<file path="config.mk">
export PLATFORM = sky130hd
export DESIGN_NAME = hub75_row_driver
export DESIGN_NICKNAME = d
export VERILOG_FILES = /design/src/rtl/hub75_row_driver.sv
export SDC_FILE = /design/constraint.sdc
export NUM_CORES = 1
export LEC_CHECK = 0
export ABC_AREA = 1
export BUFFER_PORTS_ARGS = -buffer_cell sky130_fd_sc_hd__buf_2
export CAP_MARGIN = 20
export CORE_ASPECT_RATIO = 1.4
export CORE_MARGIN = 2
export CORE_UTILIZATION = 32
export CTS_CLUSTER_DIAMETER = 30
export DETAILED_ROUTE_END_ITERATION = 16
export GPL_TIMING_DRIVEN = 1
export HOLD_SLACK_MARGIN = 0.02
export PLACE_DENSITY_LB_ADDON = 0.12
export REMOVE_ABC_BUFFERS = 1
export SETUP_SLACK_MARGIN = 0.3
export SLEW_MARGIN = 20
export SYNTH_ARGS = -nofsm -noshare
export SYNTH_HDL_FRONTEND = slang
export SYNTH_SLANG_ARGS = --single-unit
</file>
<file path="constraint.sdc">
create_clock -name clk -period 2.52 [get_ports clk]
set_clock_uncertainty 0.15 [all_clocks]
set_input_delay 0 -clock clk [delete_from_list [all_inputs] [get_ports clk]]
set_output_delay 0 -clock clk [all_outputs]
set_load 0.03 [all_outputs]
</file>
<file path="src/rtl/hub75_row_driver.sv">
// hub75_row_driver: HUB75 LED-panel scan driver.
// Reads one pixel pair per column from an external frame memory with one cycle
// of read latency, shifts the row out on SCLK, latches it, drives the row
// address and keeps the row lit for ON_CYCLES clocks.
// Optional build macro: TEST_PATTERN_EN replaces frame-memory data with an
// internal column/row pattern and keeps rd_en low; all timing is unchanged.
module hub75_row_driver #(
   parameter int COLS         = 64,
   parameter int ADDR_BITS    = 5,
   parameter int CLK_DIV      = 2,
   parameter int LATCH_CYCLES = 2,
   parameter int ON_CYCLES    = 256,
   localparam int COL_W       = (COLS > 1) ? $clog2(COLS) : 1
) (
   input  logic                       clk,
   input  logic                       rst,
   input  logic                       enable,
   output logic                       rd_en,
   output logic [ADDR_BITS+COL_W-1:0] rd_addr,
   input  logic [5:0]                 rd_data,
   output logic                       R0,
   output logic                       G0,
   output logic                       B0,
   output logic                       R1,
   output logic                       G1,
   output logic                       B1,
   output logic [ADDR_BITS-1:0]       A,
   output logic                       SCLK,
   output logic                       LATCH,
   output logic                       BLANK,
   output logic                       frame_done
);

   localparam int CNT_M1  = 2 * CLK_DIV;
   localparam int CNT_M2  = (LATCH_CYCLES > CNT_M1) ? LATCH_CYCLES : CNT_M1;
   localparam int CNT_MAX = (ON_CYCLES > CNT_M2) ? ON_CYCLES : CNT_M2;
   localparam int CNT_W   = $clog2(CNT_MAX + 1);

   localparam logic [CNT_W-1:0] SHIFT_LAST = CNT_W'(2 * CLK_DIV);
   localparam logic [CNT_W-1:0] SCLK_RISE  = CNT_W'(CLK_DIV);
   localparam logic [CNT_W-1:0] DATA_PHASE = CNT_W'(1);
   localparam logic [CNT_W-1:0] LATCH_LAST = CNT_W'(LATCH_CYCLES - 1);
   localparam logic [CNT_W-1:0] ON_LAST    = CNT_W'(ON_CYCLES - 1);
   localparam logic [COL_W-1:0] COL_LAST   = COL_W'(COLS - 1);
   localparam logic [COL_W-1:0] COL_ZERO   = '0;

   typedef enum logic [1:0] {
      ST_IDLE,
      ST_SHIFT,
      ST_LATCH,
      ST_DISPLAY
   } state_e;

   state_e                     state_q, state_d;
   logic [ADDR_BITS-1:0]       row_q, row_d;
   logic [COL_W-1:0]           col_q, col_d;
   logic [CNT_W-1:0]           cnt_q, cnt_d;
   logic [5:0]                 colour_q, colour_d;
   logic [ADDR_BITS-1:0]       rowAddr_q, rowAddr_d;
   logic [ADDR_BITS+COL_W-1:0] rdAddr_q, rdAddr_d;
   logic                       rdEn_q, rdEn_d;
   logic                       sclk_q, sclk_d;
   logic                       latch_q, latch_d;
   logic                       blank_q, blank_d;
   logic                       frameDone_q, frameDone_d;

   logic [5:0]                 pixel;
   logic                       rdStrobe;

`ifdef TEST_PATTERN_EN
   logic unused_rd_data;
   assign unused_rd_data = ^rd_data;
   assign pixel    = {~col_q[0], row_q[0], 1'b0, ~col_q[0], row_q[0], 1'b0};
   assign rdStrobe = 1'b0;
`else
   assign pixel    = rd_data;
   assign rdStrobe = 1'b1;
`endif

   // Next-state and next-output logic; every output is registered, so each
   // branch computes what the pins must show during the following cycle.
   always_comb begin
      state_d     = state_q;
      row_d       = row_q;
      col_d       = col_q;
      cnt_d       = cnt_q;
      colour_d    = colour_q;
      rowAddr_d   = rowAddr_q;
      rdAddr_d    = rdAddr_q;
      rdEn_d      = 1'b0;
      sclk_d      = 1'b0;
      latch_d     = 1'b0;
      blank_d     = 1'b1;
      frameDone_d = 1'b0;

      case (state_q)
         ST_IDLE: begin
            if (enable) begin
               state_d  = ST_SHIFT;
               cnt_d    = '0;
               col_d    = '0;
               rdEn_d   = rdStrobe;
               rdAddr_d = {row_q, COL_ZERO};
            end
         end

         ST_SHIFT: begin
            if (cnt_q == SHIFT_LAST) begin
               cnt_d = '0;
               if (col_q == COL_LAST) begin
                  col_d     = '0;
                  state_d   = ST_LATCH;
                  latch_d   = 1'b1;
                  rowAddr_d = row_q;
               end else begin
                  col_d    = col_q + 1'b1;
                  rdEn_d   = rdStrobe;
                  rdAddr_d = {row_q, col_q + 1'b1};
               end
            end else begin
               cnt_d  = cnt_q + 1'b1;
               sclk_d = (cnt_q >= SCLK_RISE);
               if (cnt_q == DATA_PHASE) begin
                  colour_d = pixel;
               end
            end
         end

         ST_LATCH: begin
            if (cnt_q == LATCH_LAST) begin
               cnt_d   = '0;
               state_d = ST_DISPLAY;
               blank_d = 1'b0;
            end else begin
               cnt_d   = cnt_q + 1'b1;
               latch_d = 1'b1;
            end
         end

         ST_DISPLAY: begin
            if (cnt_q == ON_LAST) begin
               cnt_d       = '0;
               col_d       = '0;
               row_d       = row_q + 1'b1;
               frameDone_d = (row_q == {ADDR_BITS{1'b1}});
               if (enable) begin
                  state_d  = ST_SHIFT;
                  rdEn_d   = rdStrobe;
                  rdAddr_d = {row_q + 1'b1, COL_ZERO};
               end else begin
                  state_d = ST_IDLE;
               end
            end else begin
               cnt_d   = cnt_q + 1'b1;
               blank_d = 1'b0;
            end
         end

         default: begin
            state_d = ST_IDLE;
         end
      endcase
   end

   // State and output registers with synchronous reset to the dark, idle panel.
   always_ff @(posedge clk) begin
      if (rst) begin
         state_q     <= ST_IDLE;
         row_q       <= '0;
         col_q       <= '0;
         cnt_q       <= '0;
         colour_q    <= '0;
         rowAddr_q   <= '0;
         rdAddr_q    <= '0;
         rdEn_q      <= 1'b0;
         sclk_q      <= 1'b0;
         latch_q     <= 1'b0;
         blank_q     <= 1'b1;
         frameDone_q <= 1'b0;
      end else begin
         state_q     <= state_d;
         row_q       <= row_d;
         col_q       <= col_d;
         cnt_q       <= cnt_d;
         colour_q    <= colour_d;
         rowAddr_q   <= rowAddr_d;
         rdAddr_q    <= rdAddr_d;
         rdEn_q      <= rdEn_d;
         sclk_q      <= sclk_d;
         latch_q     <= latch_d;
         blank_q     <= blank_d;
         frameDone_q <= frameDone_d;
      end
   end

   assign {R0, G0, B0, R1, G1, B1} = colour_q;
   assign A          = rowAddr_q;
   assign rd_en      = rdEn_q;
   assign rd_addr    = rdAddr_q;
   assign SCLK       = sclk_q;
   assign LATCH      = latch_q;
   assign BLANK      = blank_q;
   assign frame_done = frameDone_q;

endmodule
</file>
==> impl_metrics.ini <==
[status]
status = finished, final reports clean

[synthesis]
synth-seq-cells = 49
synth_area_leader_cell = dfxtp_1
ys_types = 31
netlist_area_um2 = 2490
syn_avg_cell_area_um2 = 7.18
synth-warning-count = 0
syn_inst = 347
ys_seq_area_share_pct = 39.4
ys_top_cells_by_area = dfxtp_1 39%, nand2_1 9.0%, nor2_1 8.1%
synth_top_area_share_pct = 39.4

[floorplanning]
io_pins = 36
core_um2 = 7650
start_util_pct = 32.6
num_rows = 38
die_y_um = 108
die_x_um = 78.6
die_area_um2 = 8520

[route]
dr.pass1.iters = 4
vias_per_cell = 4.74
wl_per_cell_um = 13.0
postRouteAntennaNets = 0
drt_iter0_markers = 88
drt-total-wl_mm = 6.62
drc_errors = 0
num_vias = 2415

[grt]
grt_max_degree = 32
grtUsageTotal_pct = 16.4
grt_pass1_vias = 2348
grt_use_met2_pct = 30.8
met3_usage_pct = 2.92
gr-total-overflow = 0
grt_pass1_wl_mm = 11.1
grtUsageMet1_pct = 18.4
antenna_found_initial = 0
top_usage_layer = met2

[power]
worst_ir_drop_vdd_v = 0.000514
leakagePower_nw = 1.42
power.density_nw_per_um2 = 952

[final_layout]
drive_gt1_share_pct = 23.7
area_growth_pct = 27.2
utilization_pct = 41.4
fin_area_um2 = 3170
nFillCells = 822
layout_common_cells = 58 x nand2_1, 53 x nor2_1, 47 x dfxtp_1, 38 x inv_1, 35 x buf_2
final_common_cell = nand2_1
final_net_count = 431
num_antenna_cells = 0

[critical_path]
cp_top_family = simple AND/OR/NAND/NOR gates
r2r_slack_ps = 300
critPathMaxFanout = 6
path_class = reg2reg
end_kind = register
cp.arrival_ps = 2280
crit_path_start_kind = register
cp.required_ps = 2570
cp_slowest_stage_delay_ps = 370
worst-path-buf-inv = 1
cp_cell_sequence = ha_4, nand3_2, nor2_1, nand2_1, nor2_2, ha_2, or2_4, nand2_4, nor2_4, nand2_4, nor2_4, clkbuf_16, nand2_2, nand2_1, nor2_1
cpMaxStageDelayCell = dfxtp_4

[timing]
fin_tns_setup_ps = 0
period_needed_ps = 2220
setup_viol = 0
period_share_pct = 88.2
hold_viol_final = 0
fmax_mhz = 450
slew_headroom_pct = 37.3
slew_viol_final = 0
tightest_slew_ps = 939
rsz0062_at_grt = true

[clock_network]
clk_pin_slew_ps = 90
numCtsBuffers = 5
clk_latency_ps = 300
cts_root_buf = clkbuf_8
clk_path_buf_depth = 2
cts_tree = built
cts.sinks = 49
htreeDepth = 2

[placed_design]
place_area_um2 = 2800
io_buffers = 35
dp_hpwl_mm = 4.69
routabilityCongestion = 0.839

[min_path]
hp-class = in2reg

[flow_run]
drv_cap = 0
[synth_stat cells, drive strengths merged]
cell     n
o211ai   2
nand3   25
inv     41
nor2    58
o21ai   28
ha      13
a31oi    2
a21oi   28
nand4    5
or2      1
buf      5
dfxtp   49
nand2   69
nand3b   4
nor3     4
xor2     3
clkbuf   5
o22ai    4
nor4     1
[registers in the layout, summed over array words and instances (netlist names)]
signal and cells:
frame_done 1, colour_q 6, row_q 5, rd_en 1, SCLK 1, rd_addr 11
cnt_q 9, state_q 2, BLANK 1, LATCH 1, col_q 6, A 5
[final cells by class]
type / count / area [um2] / share of cell area, %
Clock inverter: 2 / 38.8 / 1.22
Multi-Input combinational cell: 247 / 1340 / 42.4
Tap cell: 100 / 125 / 3.95
Clock buffer: 6 / 72.6 / 2.29
Timing Repair Buffer: 65 / 450 / 14.2
Inverter: 41 / 154 / 4.85
Sequential cell: 49 / 986 / 31.1
[cell families (layout without fill, tap and decap cells)]
logic type	Yosys count	in the layout	share of synthesized area, %
AO/OA/AOI/OAI	64	64	14.0
buffers and inverters	51	114	8.53
flip-flops	49	49	39.4
adder cells (fa/ha/maj)	13	13	6.53
AND/OR/NAND/NOR	167	167	30.6
XOR/XNOR	3	3	1.05
[path summary, 6_finish.rpt]
kind / start / end / cells after the start
max reg2reg: cnt_q[1]$_SDFFE_PP0P_ / rd_addr[6]$_SDFFE_PP0P_ / 15
min: rd_data[2] / colour_q[2]$_SDFFE_PP0P_ / 4
min reg2reg: rd_addr[5]$_SDFFE_PP0P_ / rd_addr[5]$_SDFFE_PP0P_ / 2
max: cnt_q[1]$_SDFFE_PP0P_ / rd_addr[6]$_SDFFE_PP0P_ / 15
[metal layers]
layer,part of all wire (%),vias to the layer above
met4,0.97,0
met1,41,1120
met3,3.4,4
met5,0,-
li1,-,1245
met2,54,46
[through the flow]
| stage | total power [mW] | std cells | setup slack (ps) | hold slack (ps) |
|---|---|---|---|---|
| 2_1_floorplan | 1.84 | 337 | 365 | -87.6 |
| 3_3_place_gp | 2.24 | 481 | 128 | 73.3 |
| 3_5_place_dp | 2.23 | 481 | 73.0 | 82.3 |
| 4_1_cts | 2.97 | 507 | 304 | 292 |
| 5_1_grt | 3.25 | 510 | 141 | 313 |
| 6_report | 3.02 | 510 | 298 | 294 |
[power by group]
part	internal, mW	switching (mW)	total (mW)	leakage (nW)
logic	0.547	0.924	1.47	0.970
registers	0.892	0.0798	0.972	0.399
clock network	0.298	0.274	0.573	0.0554
[worst min-delay path: stages]
cell	delay, ps
dlygate4sd3_1	510
buf_2	90
nor2_1	30
nor2_1	80
[repair_timing]
action | CTS | global route
hold endpoints to repair | 20 | 0
pin swaps | 4 | 16
setup endpoints to repair | 17 | 20
setup buffers | 10 | 2
gates resized for setup | 7 | 8
gates cloned | 0 | 1
hold buffers | 8 | 0
No activity file was read; power rests on OpenSTA's default activity.
